<file path="config.mk">
export PLATFORM = sky130hd
export DESIGN_NAME = alu_issue_ctrl
export DESIGN_NICKNAME = d
export VERILOG_FILES = /design/src/rtl/alu_issue_ctrl.sv
export SDC_FILE = /design/constraint.sdc
export NUM_CORES = 1
export LEC_CHECK = 0
export CORE_MARGIN = 1.5
export CORE_UTILIZATION = 35
export CTS_CLUSTER_DIAMETER = 40
export DETAILED_ROUTE_END_ITERATION = 8
export PLACE_DENSITY_LB_ADDON = 0.2
export SLEW_MARGIN = 0
export SYNTH_ARGS = -nofsm -noshare
export SYNTH_HDL_FRONTEND = slang
export SYNTH_SLANG_ARGS = --single-unit
</file>
<file path="constraint.sdc">
create_clock -name CLK -period 3.9 [get_ports CLK]
set_input_delay 0.78 -clock CLK [delete_from_list [all_inputs] [get_ports CLK]]
set_output_delay 0.78 -clock CLK [all_outputs]
set_load 0.01 [all_outputs]
</file>
<file path="src/rtl/alu_issue_ctrl.sv">
// Sequential ALU initiator: accepts one decoded MIPS op, holds ALU inputs for a
// settle interval, then returns the captured BusW/Zero over a response handshake.
module alu_issue_ctrl #(
  parameter int unsigned N      = 32,
  parameter int unsigned SETTLE = 2
) (
  input  logic         CLK,
  input  logic         Reset_L,
  input  logic         req_valid,
  output logic         req_ready,
  input  logic [1:0]   req_aluop,
  input  logic [5:0]   req_funct,
  input  logic [4:0]   req_shamt,
  input  logic [N-1:0] req_a,
  input  logic [N-1:0] req_b,
  output logic [N-1:0] alu_a,
  output logic [N-1:0] alu_b,
  output logic [3:0]   alu_ctrl,
  input  logic [N-1:0] alu_w,
  input  logic         alu_zero,
  output logic         rsp_valid,
  input  logic         rsp_ready,
  output logic [N-1:0] rsp_data,
  output logic         rsp_zero,
  output logic         rsp_err
);

  localparam int unsigned CntW = 4;
  localparam logic [CntW-1:0] CntInit = CntW'(SETTLE - 1);

  typedef enum logic [1:0] {IDLE, WAIT, RESP} stateT;

  stateT          state, stateNext;
  logic [CntW-1:0] cnt, cntNext;
  logic [N-1:0]   aluANext, aluBNext, rspDataNext;
  logic [3:0]     aluCtrlNext;
  logic           rspZeroNext, rspErrNext, reqReadyNext, rspValidNext;

  logic [3:0]     decCtrl;
  logic           decLegal, decShift;

  // ALUOp/funct decode into the ALU control code
  always_comb begin
    decCtrl  = 4'b0000;
    decLegal = 1'b1;
    decShift = 1'b0;
    case (req_aluop)
      2'b00: decCtrl = 4'b0010;
      2'b01: decCtrl = 4'b0110;
      2'b11: decCtrl = 4'b1110;
      default: begin
        case (req_funct)
          6'h20: decCtrl = 4'b0010;
          6'h21: decCtrl = 4'b1000;
          6'h22: decCtrl = 4'b0110;
          6'h23: decCtrl = 4'b1001;
          6'h24: decCtrl = 4'b0000;
          6'h25: decCtrl = 4'b0001;
          6'h26: decCtrl = 4'b1010;
          6'h27: decCtrl = 4'b1100;
          6'h2A: decCtrl = 4'b0111;
          6'h2B: decCtrl = 4'b1011;
          6'h00: begin decCtrl = 4'b0011; decShift = 1'b1; end
          6'h02: begin decCtrl = 4'b0100; decShift = 1'b1; end
          6'h03: begin decCtrl = 4'b1101; decShift = 1'b1; end
          default: decLegal = 1'b0;
        endcase
      end
    endcase
  end

  // Next-state and next-register values
  always_comb begin
    stateNext   = state;
    cntNext     = cnt;
    aluANext    = alu_a;
    aluBNext    = alu_b;
    aluCtrlNext = alu_ctrl;
    rspDataNext = rsp_data;
    rspZeroNext = rsp_zero;
    rspErrNext  = rsp_err;
    case (state)
      IDLE: begin
        if (req_valid) begin
          if (decLegal) begin
            // Shifts take the shifted value from rt and the amount from shamt
            aluANext    = decShift ? req_b : req_a;
            aluBNext    = decShift ? N'(req_shamt) : req_b;
            aluCtrlNext = decCtrl;
            cntNext     = CntInit;
            stateNext   = WAIT;
          end else begin
            rspDataNext = '0;
            rspZeroNext = 1'b0;
            rspErrNext  = 1'b1;
            stateNext   = RESP;
          end
        end
      end
      WAIT: begin
        if (cnt != '0) begin
          cntNext = cnt - CntW'(1);
        end else begin
          rspDataNext = alu_w;
          rspZeroNext = alu_zero;
          rspErrNext  = 1'b0;
          stateNext   = RESP;
        end
      end
      RESP: begin
        if (rsp_ready) stateNext = IDLE;
      end
      default: stateNext = IDLE;
    endcase
    reqReadyNext = (stateNext == IDLE);
    rspValidNext = (stateNext == RESP);
  end

  always_ff @(posedge CLK) begin
    if (!Reset_L) begin
      state     <= IDLE;
      cnt       <= '0;
      alu_a     <= '0;
      alu_b     <= '0;
      alu_ctrl  <= 4'b0000;
      rsp_data  <= '0;
      rsp_zero  <= 1'b0;
      rsp_err   <= 1'b0;
      req_ready <= 1'b1;
      rsp_valid <= 1'b0;
    end else begin
      state     <= stateNext;
      cnt       <= cntNext;
      alu_a     <= aluANext;
      alu_b     <= aluBNext;
      alu_ctrl  <= aluCtrlNext;
      rsp_data  <= rspDataNext;
      rsp_zero  <= rspZeroNext;
      rsp_err   <= rspErrNext;
      req_ready <= reqReadyNext;
      rsp_valid <= rspValidNext;
    end
  end

endmodule
</file>
==> out/metrics.cfg <==
[run_status]
outcome=completed

[route]
routed_wl_mm=11.95
vias=3679
firstDrtPassIters=4
post_drt_wl_per_cell_um=16.72
antenna_left=0
post-route-drc-count=0
drtIter0Drc=190
vias_per_cell=5.145

[grt]
grt_pass1_vias=3684
globalRouteMet1Util_pct=24.28
top_usage_layer=met2
use_met3_pct=5.825
met2_usage_pct=30.00
grt_pass1_wl_mm=19.13
grt_usage_pct=18.93
grt_max_degree=68
antenna_found_initial=0
grt_overflow=0

[placed_design]
gp_congestion=0.8129
placed_area_um2=6394
portBuffers=217
place_ws_ns=0.2491
dp_hpwl_mm=8.449
dp_cells=700

[critical_path]
setup.worst_path.start_class=input pin
cp_slowest_stage_delay_ns=1.00
worst_ep_arrival_time_ns=3.59
end_kind=flop
crit_chain=clkdlybuf4s50_1, or4_4, a211oi_2, nor4_1, nor3b_4, a22o_1
critPathSlowestCell=nor3b_4
required_ns=4.17
criticalPathCategory=input pin to flop
cp_max_fo=33

[pwr]
p_int_w=0.002023
vdd_drop_max_mv=0.1922
p_leak_nw=2.708
p_sw_w=0.0006327
clkPwrFrac_pct=33.7
seq_power_share_pct=47.0
powerDensity_nw_per_um2=397.7
switching_share_pct=23.82
pwr-share-comb_pct=19.3

[logic_synthesis]
synth_cell_types=37
ys_seq_area_share_pct=53.25
synth_seq_cells=110
synthCells=363
postSynth.asyncResetShare_pct=0
yosysWarnings=0
syn_nets=479
synth-edff-count=0
synth_area_um2=4135
syn_avg_cell_area_um2=11.39
synth-main-ff-cell=dfxtp_1

[sta]
grt_setup_unrepaired=false
fin_crit_ns=3.318
skew_ns=0.003390
fmax_mhz=301.4
hold_viol_final=0
relSlewSlack_pct=17.91
drv_slew=0
tightestPinTransition_ns=1.230
finalCritPeriodShare_pct=85.07
fin_setup_tns_ns=0
setup-violations-final=0
setup_ws_ns=0.5823

[floorplanning]
start_util_pct=36.06
rows=39
io_pins=218
die_area_um2=12480
coreArea_um2=11470
die_w_um=111.7
fp.dieH_um=111.7

[cells_and_area]
diodes=0
final_common_cell=clkdlybuf4s50_1
fin_util_pct=58.23
layout.nets=684
final_cell_area_um2=6678
drive_gt1_share_pct=4.196
final_cell_mix=217 x clkdlybuf4s50_1, 110 x dfxtp_1, 60 x a22o_1, 38 x mux2i_1, 38 x o2bb2ai_1
final_cells=715
area_growth_pct=61.48

[clocking]
post-cts-setup-buffers=0
root_buffer=clkbuf_16
cts_tree=done
path_clk_slew_ns=0.06
hold_buffers=0
cts_resized=0
cts.sinks=110
clk_latency_ns=0.33
cts.htree.levels=3
cts-buffers-inserted=9
clockBufferDepth=2

[run]
max_cap_viol_count=0

[min_path]
hold_path.class=flop to flop

-- per-layer routing --
metal	wire, µm	vias to the layer above
met1	5489	1711
met3	1066	15
li1	-	1775
met5	0	-
met4	180	0
met2	5215	178
-- cell type report --
class / instances / area [µm²]
timing repair buffer: 225 / 2232
clock inverter: 1 / 30.03
multi-input combinational: 217 / 1762
fill: 1013 / 4790
clock buffer: 14 / 254.0
inverter: 5 / 18.77
tap: 143 / 178.9
sequential: 110 / 2202
-- cells by family (layout without fill, tap and decap cells) --
logic type               after synthesis  in the layout  synth area share [%]
multiplexers                          38             38                 9.198
flip-flops                           110            110                 53.25
buffers and inverters                 36            245                 4.902
AND/OR/NAND/NOR                       54             54                 7.080
XOR/XNOR                               2              2                0.4237
AO/OA/AOI/OAI                        120            120                 24.30
adder cells (fa/ha/maj)                3              3                0.8471
-- through the flow --
step           hold slack (ns)  power [W]
3_3_place_gp            0.4461   0.001778
3_5_place_dp            0.4464   0.001786
2_1_floorplan           0.4482   0.001475
5_1_grt                 0.4798   0.002768
4_1_cts                 0.4672   0.002679
6_report                0.4619   0.002656
-- critical path, delay by kind of cell --
family	cells	cell delay, ns
compound gates	2	0.49
buf+inv	1	0.60
simple gates	3	1.72
-- final timing paths --
path / from / to / slack (ns) / depth (start not counted)
max: req_funct[5] / rsp_data[19] / 0.58 / 6
min: alu_a[9] / alu_a[9] / 0.46 / 1
min reg2reg: alu_a[9] / alu_a[9] / 0.46 / 1
max reg2reg: cnt[0] / rsp_data[19] / 1.57 / 6
-- sequential cells by signal, indices dropped and copies added (netlist names), 2 cells and up --
name and count:
alu_a 32, alu_b 32, alu_ctrl 4, cnt 4
rsp_data 32, state 2
-- cells in the mapped netlist, types with 2 or more instances --
master	number	area share, %
a21oi_1	7	0.85
buf_6	7	1.9
nor2b_1	7	1.1
inv_1	5	0.45
nor3_1	4	0.48
o21ai_0	4	0.48
nand3_1	4	0.48
nand2b_1	3	0.45
dfxtp_1	110	53
o2bb2ai_1	38	8.0
ha_1	2	0.61
mux2i_1	38	9.2
o22ai_1	2	0.30
and3_1	3	0.45
nor2_1	6	0.54
nand2_1	15	1.4
a22o_1	60	13
buf_1	2	0.18
nand4_1	2	0.30
and2_1	3	0.45
clkbuf_1	10	0.91
buf_2	12	1.5
o2111ai_1	2	0.42
xnor2_1	2	0.42
o21a_1	2	0.36
nand4b_1	2	0.42
-- power by group through the flow --
stage	sequential [W]	combinational (W)	clock, W
finish	0.00125	0.000512	0.000896
global route	0.00126	0.000549	0.000961
CTS	0.00125	0.000517	0.000914
detailed placement	0.00127	0.000514	0
global placement	0.00127	0.000506	0
floorplan	0.00131	0.000169	0
Note: power is estimated with default switching activity, not from simulation.
